### config.mk
export PLATFORM = sky130hd
export DESIGN_NAME = beta_mul_seq
export DESIGN_NICKNAME = d
export VERILOG_FILES = /design/src/rtl/beta_pkg.sv /design/src/rtl/beta_mul_dp.sv /design/src/rtl/beta_mul_seq.sv
export SDC_FILE = /design/constraint.sdc
export NUM_CORES = 1
export LEC_CHECK = 0
export BUFFER_PORTS_ARGS = -buffer_cell sky130_fd_sc_hd__clkbuf_2
export CORE_MARGIN = 2
export CORE_UTILIZATION = 44
export CTS_CLUSTER_DIAMETER = 50
export DETAILED_ROUTE_END_ITERATION = 10
export GPL_TIMING_DRIVEN = 1
export PLACE_DENSITY = 0.75
export SLEW_MARGIN = 20
export SYNTH_ARGS = -nofsm -noshare
export SYNTH_HDL_FRONTEND = slang
export SYNTH_SLANG_ARGS = --single-unit
### constraint.sdc
create_clock -name clk -period 1.84 [get_ports clk]
set_input_delay 0.46 -clock clk [delete_from_list [all_inputs] [get_ports clk]]
set_output_delay 0.46 -clock clk [all_outputs]
set_load 0.05 [all_outputs]
### src/rtl/beta_pkg.sv
// Shared Beta definitions: ALU opcodes and the multiply-sequencer state encoding.
package beta_pkg;

    localparam logic [4:0] ALU_ADD   = 5'b00000;
    localparam logic [4:0] ALU_SUB   = 5'b00001;
    localparam logic [4:0] ALU_AND   = 5'b01000;
    localparam logic [4:0] ALU_OR    = 5'b01110;
    localparam logic [4:0] ALU_XOR   = 5'b00110;
    localparam logic [4:0] ALU_SHL   = 5'b10000;
    localparam logic [4:0] ALU_SHR   = 5'b10001;
    localparam logic [4:0] ALU_SRA   = 5'b10011;
    localparam logic [4:0] ALU_CMPEQ = 5'b00011;
    localparam logic [4:0] ALU_CMPLT = 5'b00101;
    localparam logic [4:0] ALU_CMPLE = 5'b00111;

    typedef enum logic [1:0] {
        IDLE = 2'd0,
        ADD  = 2'd1,
        DONE = 2'd2
    } mulseq_state_t;

endpackage

### src/rtl/beta_mul_dp.sv
// Shift-and-add datapath for the multiply sequencer: operand registers and ALU operand muxes.
module beta_mul_dp
    import beta_pkg::*;
#(
    parameter int unsigned WIDTH = 32
) (
    input  logic             clk,
    input  logic             reset,
    input  logic             load,
    input  logic             clear,
    input  logic             step,
    input  logic             active,
    input  logic [WIDTH-1:0] a,
    input  logic [WIDTH-1:0] b,
    input  logic [WIDTH-1:0] alu_y,
    output logic [WIDTH-1:0] alu_a,
    output logic [WIDTH-1:0] alu_b,
    output logic             last
);

    logic [WIDTH-1:0] acc;
    logic [WIDTH-1:0] mcand;
    logic [WIDTH-1:0] mlt;
    logic [5:0]       cnt;

    always_ff @(posedge clk) begin
        if (reset) begin
            acc   <= '0;
            mcand <= '0;
            mlt   <= '0;
            cnt   <= '0;
        end else if (load) begin
            acc   <= '0;
            mcand <= a;
            mlt   <= b;
            cnt   <= '0;
        end else if (clear) begin
            acc <= '0;
        end else if (step) begin
            acc   <= alu_y;
            mcand <= mcand << 1;
            mlt   <= mlt >> 1;
            cnt   <= cnt + 6'd1;
        end
    end

    // Early termination: no set bits remain once this step's shift is applied.
    assign last  = (mlt[WIDTH-1:1] == '0);
    assign alu_a = active ? acc : '0;
    assign alu_b = (active && mlt[0]) ? mcand : '0;

    always_ff @(posedge clk) begin
        if (!reset) begin
            assert (cnt != 6'd33) else $error("beta_mul_dp: iteration count overflow");
        end
    end

endmodule

### src/rtl/beta_mul_seq.sv
// Iterative multiply sequencer that borrows the shared ALU for one ADD per granted cycle.
module beta_mul_seq
    import beta_pkg::*;
#(
    parameter int unsigned WIDTH = 32
) (
    input  logic             clk,
    input  logic             reset,
    input  logic             start,
    input  logic [WIDTH-1:0] a,
    input  logic [WIDTH-1:0] b,
    output logic             busy,
    output logic             done,
    output logic [WIDTH-1:0] result,
    output logic             alu_req,
    input  logic             alu_gnt,
    output logic [WIDTH-1:0] alu_a,
    output logic [WIDTH-1:0] alu_b,
    output logic [4:0]       alu_op,
    input  logic [WIDTH-1:0] alu_y
);

    mulseq_state_t state;
    logic          accept;
    logic          b_zero;
    logic          step;
    logic          last;

    assign b_zero  = (b == '0);
    assign accept  = (state == IDLE) && start;
    assign step    = (state == ADD) && alu_gnt;
    assign alu_req = (state == ADD);
    assign alu_op  = ALU_ADD;

    beta_mul_dp #(
        .WIDTH(WIDTH)
    ) u_dp (
        .clk   (clk),
        .reset (reset),
        .load  (accept && !b_zero),
        .clear (accept && b_zero),
        .step  (step),
        .active(alu_req),
        .a     (a),
        .b     (b),
        .alu_y (alu_y),
        .alu_a (alu_a),
        .alu_b (alu_b),
        .last  (last)
    );

    always_ff @(posedge clk) begin
        if (reset) begin
            state  <= IDLE;
            busy   <= 1'b0;
            done   <= 1'b0;
            result <= '0;
        end else begin
            done <= 1'b0;
            unique case (state)
                IDLE: begin
                    if (start) begin
                        busy <= 1'b1;
                        if (b_zero) begin
                            state  <= DONE;
                            done   <= 1'b1;
                            result <= '0;
                        end else begin
                            state <= ADD;
                        end
                    end
                end
                ADD: begin
                    // The final sum is on alu_y this cycle; capture it as acc updates.
                    if (step && last) begin
                        state  <= DONE;
                        done   <= 1'b1;
                        result <= alu_y;
                    end
                end
                DONE: begin
                    state <= IDLE;
                    busy  <= 1'b0;
                end
                default: begin
                    state <= IDLE;
                    busy  <= 1'b0;
                end
            endcase
        end
    end

endmodule

Yosys cells after proc, flatten, opt, wreduce, memory -nomap -nowiden
Index checks and enable logic that the tools add are counted.
{"block": "op_classes", "n_mux": 22, "bitwise": 1, "n_eq_ne": 5, "reduce_logical": 17}
{"op": "32-bit two-way mux", "count": 11}
{"op": "32-bit case mux with 2 select lines", "count": 1}
{"op": "32-bit zero test", "count": 1}
{"op": "31-bit zero test", "count": 1}
{"op": "1-bit logical AND", "count": 6}
{"op": "2-bit two-way mux", "count": 3}
{"op": "2-bit inequality test, second input constant", "count": 3}
{"op": "2-bit AND reduction", "count": 3}
{"op": "1-bit two-way mux", "count": 4}
{"op": "1-bit case mux with 2 select lines", "count": 2}
{"op": "2-bit case mux with 2 select lines", "count": 1}
{"op": "4-bit AND reduction", "count": 1}
{"op": "2-bit nonzero test", "count": 2}
{"op": "3-bit OR reduction", "count": 1}
{"op": "2-bit by 1-bit equality test with 1-bit output, second input constant", "count": 1}
{"op": "2-bit zero test", "count": 1}
{"op": "2-bit by 1-bit inequality test with 1-bit output, second input constant", "count": 1}
{"op": "1-bit zero test", "count": 1}
{"op": "1-bit NOT", "count": 1}
{"block": "totals", "word_cells": 52, "inputBits": 100, "out_inout_bits": 104, "regBits": 132}

Longest topological paths before layout
{"block": "depth", "word_depth": 5, "ltp_mapped": 7, "depth_no_buf": 5}

Cells and area by module
From an unflattened synthesis, not the netlist that was laid out.
{"block": "hier_totals", "hier_cells": 701, "hier_area_um2": 6957.9}
{"mod": "beta_mul_dp", "seq_area_each_um2": 1921.8, "area_each_um2": 5271.3, "instances": 1, "cells_per_inst": 551}
{"mod": "beta_mul_seq", "seq_area_each_um2": 720.7, "area_each_um2": 1686.6, "instances": 1, "cells_per_inst": 150}

Least setup slack after synthesis
Ideal clock, no wire load.
{"block": "synth_path", "path_kind": "register -> output", "startpoint": "register state[0]", "endpoint": "output alu_a[21]", "t_required_ns": 1.380, "path_slack_ns": -0.297, "path_buffers": 1, "arrival_ns": 1.677, "stages_incl_launch_ff": 5, "path_cell_list": "dfxtp_1 -> inv_1 -> nor2_1 -> clkbuf_1 -> and2_1"}
{"block": "synth_via", "elab_chain_cells": 2}
{"item": "from (decl)", "line_no": "beta_mul_seq.sv:23", "rtl": "mulseq_state_t state;"}
{"item": "from (signal assigned)", "line_no": "beta_mul_seq.sv:54", "rtl": "state <= IDLE;"}
{"item": "from (signal assigned)", "line_no": "beta_mul_seq.sv:65", "rtl": "state <= DONE;"}
{"item": "from (signal assigned)", "line_no": "beta_mul_seq.sv:69", "rtl": "state <= ADD;"}
{"item": "2-bit by 1-bit equality test with 1-bit output", "line_no": "beta_mul_seq.sv:32", "rtl": "assign alu_req = (state == ADD);"}
{"item": "net alu_req", "line_no": "beta_mul_seq.sv:15", "rtl": "output logic alu_req,"}
{"item": "32-bit two-way mux", "line_no": "beta_mul_dp.sv:49", "rtl": "assign alu_a = active ? acc : '0;"}
{"item": "to (decl)", "line_no": "beta_mul_seq.sv:17", "rtl": "output logic [WIDTH-1:0] alu_a,"}
The timed path passes the listed nets, and every way through them passes these cells.

Worst setup path in the final report
{"block": "layout_path", "startpoint": "register state[0]", "endpoint": "output alu_b[22]"}
{"block": "layout_via", "elab_chain_cells": 3}
{"item": "2-bit by 1-bit equality test with 1-bit output", "line_no": "beta_mul_seq.sv:32"}
{"item": "1-bit logical AND", "line_no": "beta_mul_dp.sv:50", "rtl": "assign alu_b = (active && mlt[0]) ? mcand : '0;"}
{"item": "32-bit two-way mux", "line_no": "beta_mul_dp.sv:50"}
{"item": "to (decl)", "line_no": "beta_mul_seq.sv:18", "rtl": "output logic [WIDTH-1:0] alu_b,"}
No other way between the ends.

==> impl_metrics.csv <==
group,metric,value,unit
outcome,outcome,"complete, but fails checks",
outcome,violations,"setup timing",
final_layout,n_antenna_cell,0,
clock_tree,cts_sinks,132,
placement,place_ws,-359,ps
floorplanning,die_area,0.0134,mm^2
synth,netlist_area,0.00550,mm^2
synth,synth_top_area_share,48.1,%
synth,synth_cell_types,29,
routing,vias_per_cell,5.68,
final_layout,drive_gt1_share,43.7,%
flow_run,cap_violations,0,
final_layout,layout.area.seq,0.00265,mm^2
clock_tree,cts_made_buffers,17,
placement,io_buffers,198,
clock_tree,cts_hold_buf,0,
synth,yosys_register_bits,132,
synth,synthCells,657,
power,p_leak,3.88,nW
timing,rsz0062_at_grt,"true",
setup_path,cp_slowest_cell,"dfxtp_2",
clock_tree,clk_latency,420,ps
setup_path,critPathBufInv,4,
final_layout,layout_commonest_cell,"clkbuf_2",
setup_path,cp.required,1380,ps
setup_path,worst-setup-path-type,"reg2out",
routing,ant_nets,0,
synth,ys_top_cells_by_area,"dfxtp_1 48%, nand2_1 9.0%, a21oi_1 6.1%",
timing,max_slew.worst_pin.slew,660,ps
synth,yosysTopAreaCell,"dfxtp_1",
routing,wl,20000,um
grt,grt_use_total,26.0,%
clock_tree,cts_tree,"done",
timing,fin_crit,2040,ps
grt,grt_first_pass_wirelength,27400,um
grt,grt_pass1_vias,5612,
routing,vias,6140,
grt,grt_overflow,0,
timing,hold_viol,0,
routing,drt_iter0_markers,679,
routing,drc_errors,0,
placement,dp_hpwl,10600,um
timing,max_freq,489,MHz
setup_path,critPathCaptureType,"output port",
clock_tree,h-tree-depth,4,
floorplanning,num_rows,40,
timing,tns,-10780,ps
synth,yosysWarnings,0,
final_layout,fill_cells,839,
worst_hold_path,hp-class,"in2reg",
timing,fin_ws,-205,ps
placement,place_inst,1022,
setup_path,path_max_fanout,11,
final_layout,area_delta_synth_final,65.7,%
timing,relSlewSlack,56.0,%
grt,antenna_found_initial,0,
power,power.density,829,mW/mm^2
final_layout,layout_common_cells,"133 x clkbuf_2, 130 x nand2_1, 127 x dfxtp_1",
floorplanning,io_pins,204,
floorplanning,coreArea,0.0121,mm^2
final_layout,final_cells,1081,
final_layout,multi_input_area,0.00283,mm^2
placement,placed_area,0.00712,mm^2
timing,setup_violations,77,
clock_tree,root_buffer,"clkbuf_16",
floorplanning,dieWidth,116,um
timing,period_share,111,%
power,irDropWorstVdd,0.606,mV
floorplanning,die_h,116,um
placement,gp_congestion,0.795,
final_layout,final_nets,1000,
setup_path,cpPeakStageDelay,330,ps
setup_path,crit_family,"buffers and inverters",
routing,first_pass_iters,7,
timing,fin_skew,7.17,ps
setup_path,path_cells,"inv_2 > nor2_4 > buf_6 > buf_12 > and3_2 > buf_8",
final_layout,fin_area,0.00911,mm^2
floorplanning,start_util,45.4,%
grt,grt_start_max_net_pins,64,
clock_tree,clockBufferDepth,2,
synth,avgSynthCellArea,8.37,um^2
clock_tree,path_clk_slew,60,ps
timing,report.final.slew_viol_count,0,
setup_path,arrival,1580,ps
synth,yosysSeqAreaShare,48.1,%
routing,routedWlPerCell,18.5,um
setup_path,start_kind,"flop",
power,total_power,7.56,mW
[final cells by class]
class / count / area share (%)
Tap cell: 168 / 2.31
Clock buffer: 17 / 4.67
Multi-Input combinational cell: 461 / 31.0
Sequential cell: 132 / 29.1
Inverter: 1 / 0.0412
Clock inverter: 15 / 1.62
Timing Repair Buffer: 287 / 31.2
[sequential cells by signal, summed over array words and instances (netlist names)]
signal	count
done	1
u_dp.mcand	32
u_dp.mlt	32
state	2
u_dp.acc	32
result	32
busy	1
[cell usage after synthesis]
cell / n
nand3_1: 34
a311oi_1: 32
o21ai_2: 1
and3b_1: 1
o21a_1: 1
nand2b_1: 1
inv_1: 1
a21oi_1: 67
a211oi_4: 1
or2_2: 1
nor4_2: 1
buf_6: 3
nor3_1: 4
a22oi_1: 30
a22o_1: 32
buf_2: 12
nor4_1: 15
buf_1: 5
conb_1: 1
nor3_2: 1
nand4_1: 3
nor3b_2: 1
buf_4: 5
and2_1: 32
clkbuf_1: 42
dfxtp_1: 132
and3_1: 32
nand2_1: 132
nor2_1: 34
[final timing paths]
check                             startpoint          end  slack (ps)  cells past startpoint
worst max-delay path                state[0]    alu_b[22]        -200                      6
worst min-delay path                alu_y[8]    result[8]         260                      2
worst max register to register  u_dp.mlt[27]   result[13]         -50                      7
worst min register to register   u_dp.acc[2]  u_dp.acc[2]         450                      2
[report_power, final]
group          internal (mW)  switching, mW  leakage, nW  total, mW
clock network           1.89           1.38        0.278       3.27
registers               2.99          0.113         1.08       3.11
logic                  0.526          0.647         2.52       1.17
total                   5.41           2.14         3.88       7.56
[through the flow]
stage / utilization (%) / hold slack [ps]
6_report: 75.2 / 265
5_1_grt: 75.2 / 260
3_3_place_gp: 58.8 / 438
4_1_cts: 71.6 / 255
2_1_floorplan: - / 432
3_5_place_dp: 58.8 / 442
[repair_timing]
| item | in CTS | in global routing |
|---|---|---|
| setup endpoints to repair | 97 | 128 |
| pin swaps | 17 | 27 |
| resized for setup | 164 | 85 |
| gates cloned | 3 | 10 |
| setup buffers | 5 | 11 |
[routing by layer]
layer / global-route usage [%] / up-vias / share of wire (%)
met5: 0 / - / 0
met4: 11.8 / 0 / 3.1
met3: 5.13 / 55 / 6.3
met2: 44.2 / 307 / 50
met1: 32.0 / 2940 / 40
li1: - / 2838 / -
[logic make-up after synthesis]
family                 Yosys count  synth area share, %
buffers and inverters           68                 5.67
AO/OA/AOI/OAI                  164                 21.1
other                            1               0.0682
flip-flops                     132                 48.1
AND/OR/NAND/NOR                292                 25.1
No activity file was read; power rests on OpenSTA's default activity.
